==> src/rtl/mem_rd_arbiter.sv <==
// Round-robin arbiter sharing one burst read channel between the I-cache and D-cache.
// Only state, owner and prio are registered; request and response paths are muxes on owner.
module mem_rd_arbiter #(
  parameter int ADDR_W = 32,
  parameter int DATA_W = 32
) (
  input  logic              clk,
  input  logic              rst,
  input  logic              ic_rd_req_valid,
  input  logic [ADDR_W-1:0] ic_rd_req_addr,
  output logic              ic_rd_req_ready,
  output logic              ic_rd_rsp_valid,
  output logic [DATA_W-1:0] ic_rd_rsp_data,
  output logic              ic_rd_rsp_last,
  input  logic              ic_rd_rsp_ready,
  input  logic              dc_rd_req_valid,
  input  logic [ADDR_W-1:0] dc_rd_req_addr,
  output logic              dc_rd_req_ready,
  output logic              dc_rd_rsp_valid,
  output logic [DATA_W-1:0] dc_rd_rsp_data,
  output logic              dc_rd_rsp_last,
  input  logic              dc_rd_rsp_ready,
  output logic              mem_rd_req_valid,
  output logic [ADDR_W-1:0] mem_rd_req_addr,
  input  logic              mem_rd_req_ready,
  input  logic              mem_rd_rsp_valid,
  input  logic [DATA_W-1:0] mem_rd_rsp_data,
  input  logic              mem_rd_rsp_last,
  output logic              mem_rd_rsp_ready
);

  typedef enum logic [2:0] {
    IDLE = 3'b001,
    REQ  = 3'b010,
    RSP  = 3'b100
  } state_t;

  state_t state;
  logic   owner;
  logic   prio;
  logic   in_req;
  logic   in_rsp;
  logic   ic_sel;
  logic   dc_sel;

  assign in_req = (state == REQ);
  assign in_rsp = (state == RSP);
  assign ic_sel = ~owner;
  assign dc_sel = owner;

  assign mem_rd_req_valid = in_req & (owner ? dc_rd_req_valid : ic_rd_req_valid);
  assign mem_rd_req_addr  = owner ? dc_rd_req_addr : ic_rd_req_addr;
  assign ic_rd_req_ready  = in_req & ic_sel & mem_rd_req_ready;
  assign dc_rd_req_ready  = in_req & dc_sel & mem_rd_req_ready;

  // Response steering: the non-owner never sees valid, so a stray beat cannot reach it.
  assign ic_rd_rsp_valid  = in_rsp & ic_sel & mem_rd_rsp_valid;
  assign ic_rd_rsp_data   = mem_rd_rsp_data;
  assign ic_rd_rsp_last   = in_rsp & ic_sel & mem_rd_rsp_last;
  assign dc_rd_rsp_valid  = in_rsp & dc_sel & mem_rd_rsp_valid;
  assign dc_rd_rsp_data   = mem_rd_rsp_data;
  assign dc_rd_rsp_last   = in_rsp & dc_sel & mem_rd_rsp_last;
  assign mem_rd_rsp_ready = in_rsp & (owner ? dc_rd_rsp_ready : ic_rd_rsp_ready);

  always_ff @(posedge clk) begin
    if (rst) begin
      state <= IDLE;
      owner <= 1'b0;
      prio  <= 1'b0;
    end else begin
      case (state)
        IDLE: begin
          if (ic_rd_req_valid | dc_rd_req_valid) begin
            owner <= (ic_rd_req_valid & dc_rd_req_valid) ? prio : dc_rd_req_valid;
            state <= REQ;
          end
        end
        REQ: begin
          if (mem_rd_req_valid & mem_rd_req_ready)
            state <= RSP;
        end
        RSP: begin
          // Hand preference to the other client once the burst is fully delivered.
          if (mem_rd_rsp_valid & mem_rd_rsp_ready & mem_rd_rsp_last) begin
            state <= IDLE;
            prio  <= ~owner;
          end
        end
        default: state <= IDLE;
      endcase
    end
  end

endmodule

==> config.mk <==
export PLATFORM = sky130hd
export DESIGN_NAME = mem_rd_arbiter
export DESIGN_NICKNAME = d
export VERILOG_FILES = /design/src/rtl/mem_rd_arbiter.sv
export SDC_FILE = /design/constraint.sdc
export NUM_CORES = 1
export LEC_CHECK = 0
export CAP_MARGIN = 10
export CORE_ASPECT_RATIO = 1.4
export CORE_MARGIN = 8
export CORE_UTILIZATION = 19
export CTS_CLUSTER_SIZE = 12
export DETAILED_ROUTE_END_ITERATION = 8
export PLACE_DENSITY = 0.77
export RECOVER_POWER = 25
export SYNTH_ARGS = -nofsm -noshare
export SYNTH_HDL_FRONTEND = slang
export SYNTH_SLANG_ARGS = --single-unit
==> constraint.sdc <==
create_clock -name clk -period 1.6 [get_ports clk]
set_input_delay 0.32 -clock clk [delete_from_list [all_inputs] [get_ports clk]]
set_output_delay 0.32 -clock clk [all_outputs]
set_load 0.05 [all_outputs]
==> flow_summary_export.csv <==
group,metric,value,unit
status,status,"finished with violations",
status,violations,"negative setup slack",
place,io_buffer_count,112,
timing,post-route-min-period,1.67,ns
logic_synthesis,synth_cell_types,27,
floorplanning,num_rows,34,
setup_path,critical_path_class,"reg -> out",
detailed_routing,drc_errors,0,
cells_and_area,num-nets-final,311,
detailed_routing,num_vias,1197,
grt,grt-ovfl-total,0,
flow_run,cap_violations,0,
timing,rsz0062_at_grt,"yes",
clock_tree,cts_root_buf,"clkbuf_8",
place,dp_slack,-0.222,ns
setup_path,critPathArrivalTime,1.35,ns
clock_tree,htree_levels,1,
clock_tree,postCtsHoldBufs,0,
power,ir_drop,0.243,mV
setup_path,cp-start-kind,"flip-flop",
timing,fin_crit_sh,104,%
timing,worst_slew_pin_slew,0.443,ns
clock_tree,cts_tree,"yes",
floorplanning,io_pins,209,
detailed_routing,drt_iter0_drc,15,
cells_and_area,fill_cells,534,
timing,finalMaxSlewViolations,0,
cells_and_area,drive_above_1_share,56.1,%
place,dp.final_hpwl,4430,um
timing,final-setup-viol-count,38,
clock_tree,clk_latency,0.22,ns
logic_synthesis,avgSynthCellArea,8.69,um2
power,p_total,1.54,mW
detailed_routing,dr.pass1.iters,3,
clock_tree,cts_made_buffers,3,
clock_tree,cts_buffer_depth,2,
logic_synthesis,syn_area,0.00120,mm2
logic_synthesis,ys_seq_elements,5,
detailed_routing,drt-total-wl,5890,um
floorplanning,core_area,0.00617,mm2
detailed_routing,post_drt_wl_per_cell,21.3,um
power,power_density,586,mW/mm2
floorplanning,dieWidth,83.2,um
detailed_routing,via_per_inst,4.32,
cells_and_area,n_antenna_cell,0,
power,p_leak,1.12,nW
logic_synthesis,synth_fp_nets,243,
setup_path,cp.required,1.28,ns
grt,grt_pass1_vias,1377,
clock_tree,cts_sinks,5,
timing,fmax,600,MHz
setup_path,critPathMaxFanout,7,
logic_synthesis,yosys_warnings,0,
cells_and_area,syn2layout_area_growth,119,%
timing,finalWorstSetupSlack,-0.0666,ns
setup_path,cp-end-kind,"primary output",
detailed_routing,antenna_left,0,
logic_synthesis,seq_area_frac_synth,8.34,%
timing,relSlewSlack,70.2,%
timing,clock_skew,0.00364,ns
grt,grt_use_total,10.1,%
grt,grt_max_degree,15,
floorplanning,start_util,19.5,%
min_path,hold_path.class,"in -> reg",
floorplanning,die_h,110,um
logic_synthesis,synthCells,138,
floorplanning,dieArea,0.00915,mm2
clock_tree,path_clk_slew,0.04,ns
timing,hold_viol_final,0,
grt,grt_antenna_before_repair,0,
place,gp_congestion,0.815,
grt,grt_pass1_wl,7290,um
setup_path,reg2reg_setup_slack,0.10,ns
[cell families (layout without fill, tap and decap cells)]
group,count (synthesis),count (layout),share of synthesized area (%)
DFF,5,5,8.34
buffers and inverters,69,136,42.3
and+or+nand+nor,20,20,10.3
muxes,34,34,32.2
AOI/OAI and AO/OA,10,10,6.78
[layer usage]
| layer | global-route usage, % | wire [um] |
|---|---|---|
| met1 | 6.36 | 1470 |
| met2 | 18.6 | 3120 |
| met3 | 8.53 | 982 |
| met4 | 6.93 | 319 |
| met5 | 0 | 0 |
[state kept, by name, indices dropped and copies added, names as in the netlist]
signal and flops:
prio 1, state 3, dc_sel 1
[placed cells by master (no fill, tap or decap), drive strengths merged, types with 3 or more instances in the layout]
master and n:
dfxtp 5, and2 3, dlygate4sd2 3, mux2 34, clkbuf 7, buf 57, nor3b 3, nand2b 3
clkdlybuf4s50 68, nand2 3
[worst paths after layout]
path	from	to	depth (start not counted)
worst min-delay path	mem_rd_req_ready	state[1]	3
worst max-delay path	dc_sel	mem_rd_req_addr[2]	4
worst max register to register	dc_sel	state[1]	5
worst min register to register	state[2]	state[1]	2
[cell usage after synthesis]
library cell | number | area [um2]
buf_4 | 64 | 480
mux2_2 | 28 | 315
dfxtp_1 | 5 | 100
mux2_1 | 5 | 56.3
and2_1 | 3 | 18.8
clkbuf_1 | 3 | 11.3
nand2_1 | 3 | 11.3
nand2b_1 | 3 | 18.8
a21o_1 | 2 | 15.0
a21oi_1 | 2 | 10.0
and3_1 | 2 | 12.5
nor2_1 | 2 | 7.51
nor3b_1 | 2 | 15.0
a2111oi_1 | 1 | 10.0
a211o_1 | 1 | 8.76
a21bo_1 | 1 | 10.0
a21bo_2 | 1 | 10.0
a311oi_1 | 1 | 8.76
a41oi_1 | 1 | 8.76
buf_2 | 1 | 5.00
buf_6 | 1 | 11.3
mux2_4 | 1 | 15.0
nand3_1 | 1 | 5.00
nor2b_1 | 1 | 6.26
nor3b_2 | 1 | 12.5
nor4_1 | 1 | 6.26
nor4bb_1 | 1 | 10.0
[layout make-up]
cell class / instances / area [um2] / area share (%)
clock buffer: 4 / 45.0 / 1.71
multi-input combinational: 64 / 779 / 29.6
sequential: 5 / 110 / 4.18
tap: 72 / 90.1 / 3.42
timing repair buffer: 132 / 1610 / 61.1
[report_power, final]
part,internal (mW),switching (mW),total (mW)
Sequential,0.142,0.0176,0.159
Combinational,0.623,0.521,1.14
Clock,0.172,0.0676,0.239
[stage by stage]
stage	cell area [um2]	hold WS, ns	cells	setup TNS (ns)	utilization [%]
final	2630	0.545	277	-1.68	42.7
after global routing	2630	0.575	277	-3.46	42.7
after CTS	2200	0.545	268	-1.97	35.7
after detailed placement	2000	0.567	262	-0.732	32.4
after global placement	2000	0.563	262	-0.625	32.4
after floorplan	1210	0.389	138	-0.371	-
[what timing repair did]
| action | CTS | global route |
|---|---|---|
| endpoints found under the hold margin | 0 | 0 |
| endpoints found under the setup margin | 39 | 41 |
| pin swaps | 1 | 7 |
| buffers inserted | 1 | 6 |
| gates cloned | 1 | 3 |
| gates resized for setup | 39 | 82 |
[worst max-delay path, stage by stage, from the launching register on]
cell,delay [ns]
dfxtp_4,0.35
buf_12,0.13
clkbuf_16,0.16
mux2_4,0.31
buf_6,0.15
No activity file was read; power rests on OpenSTA's default activity.
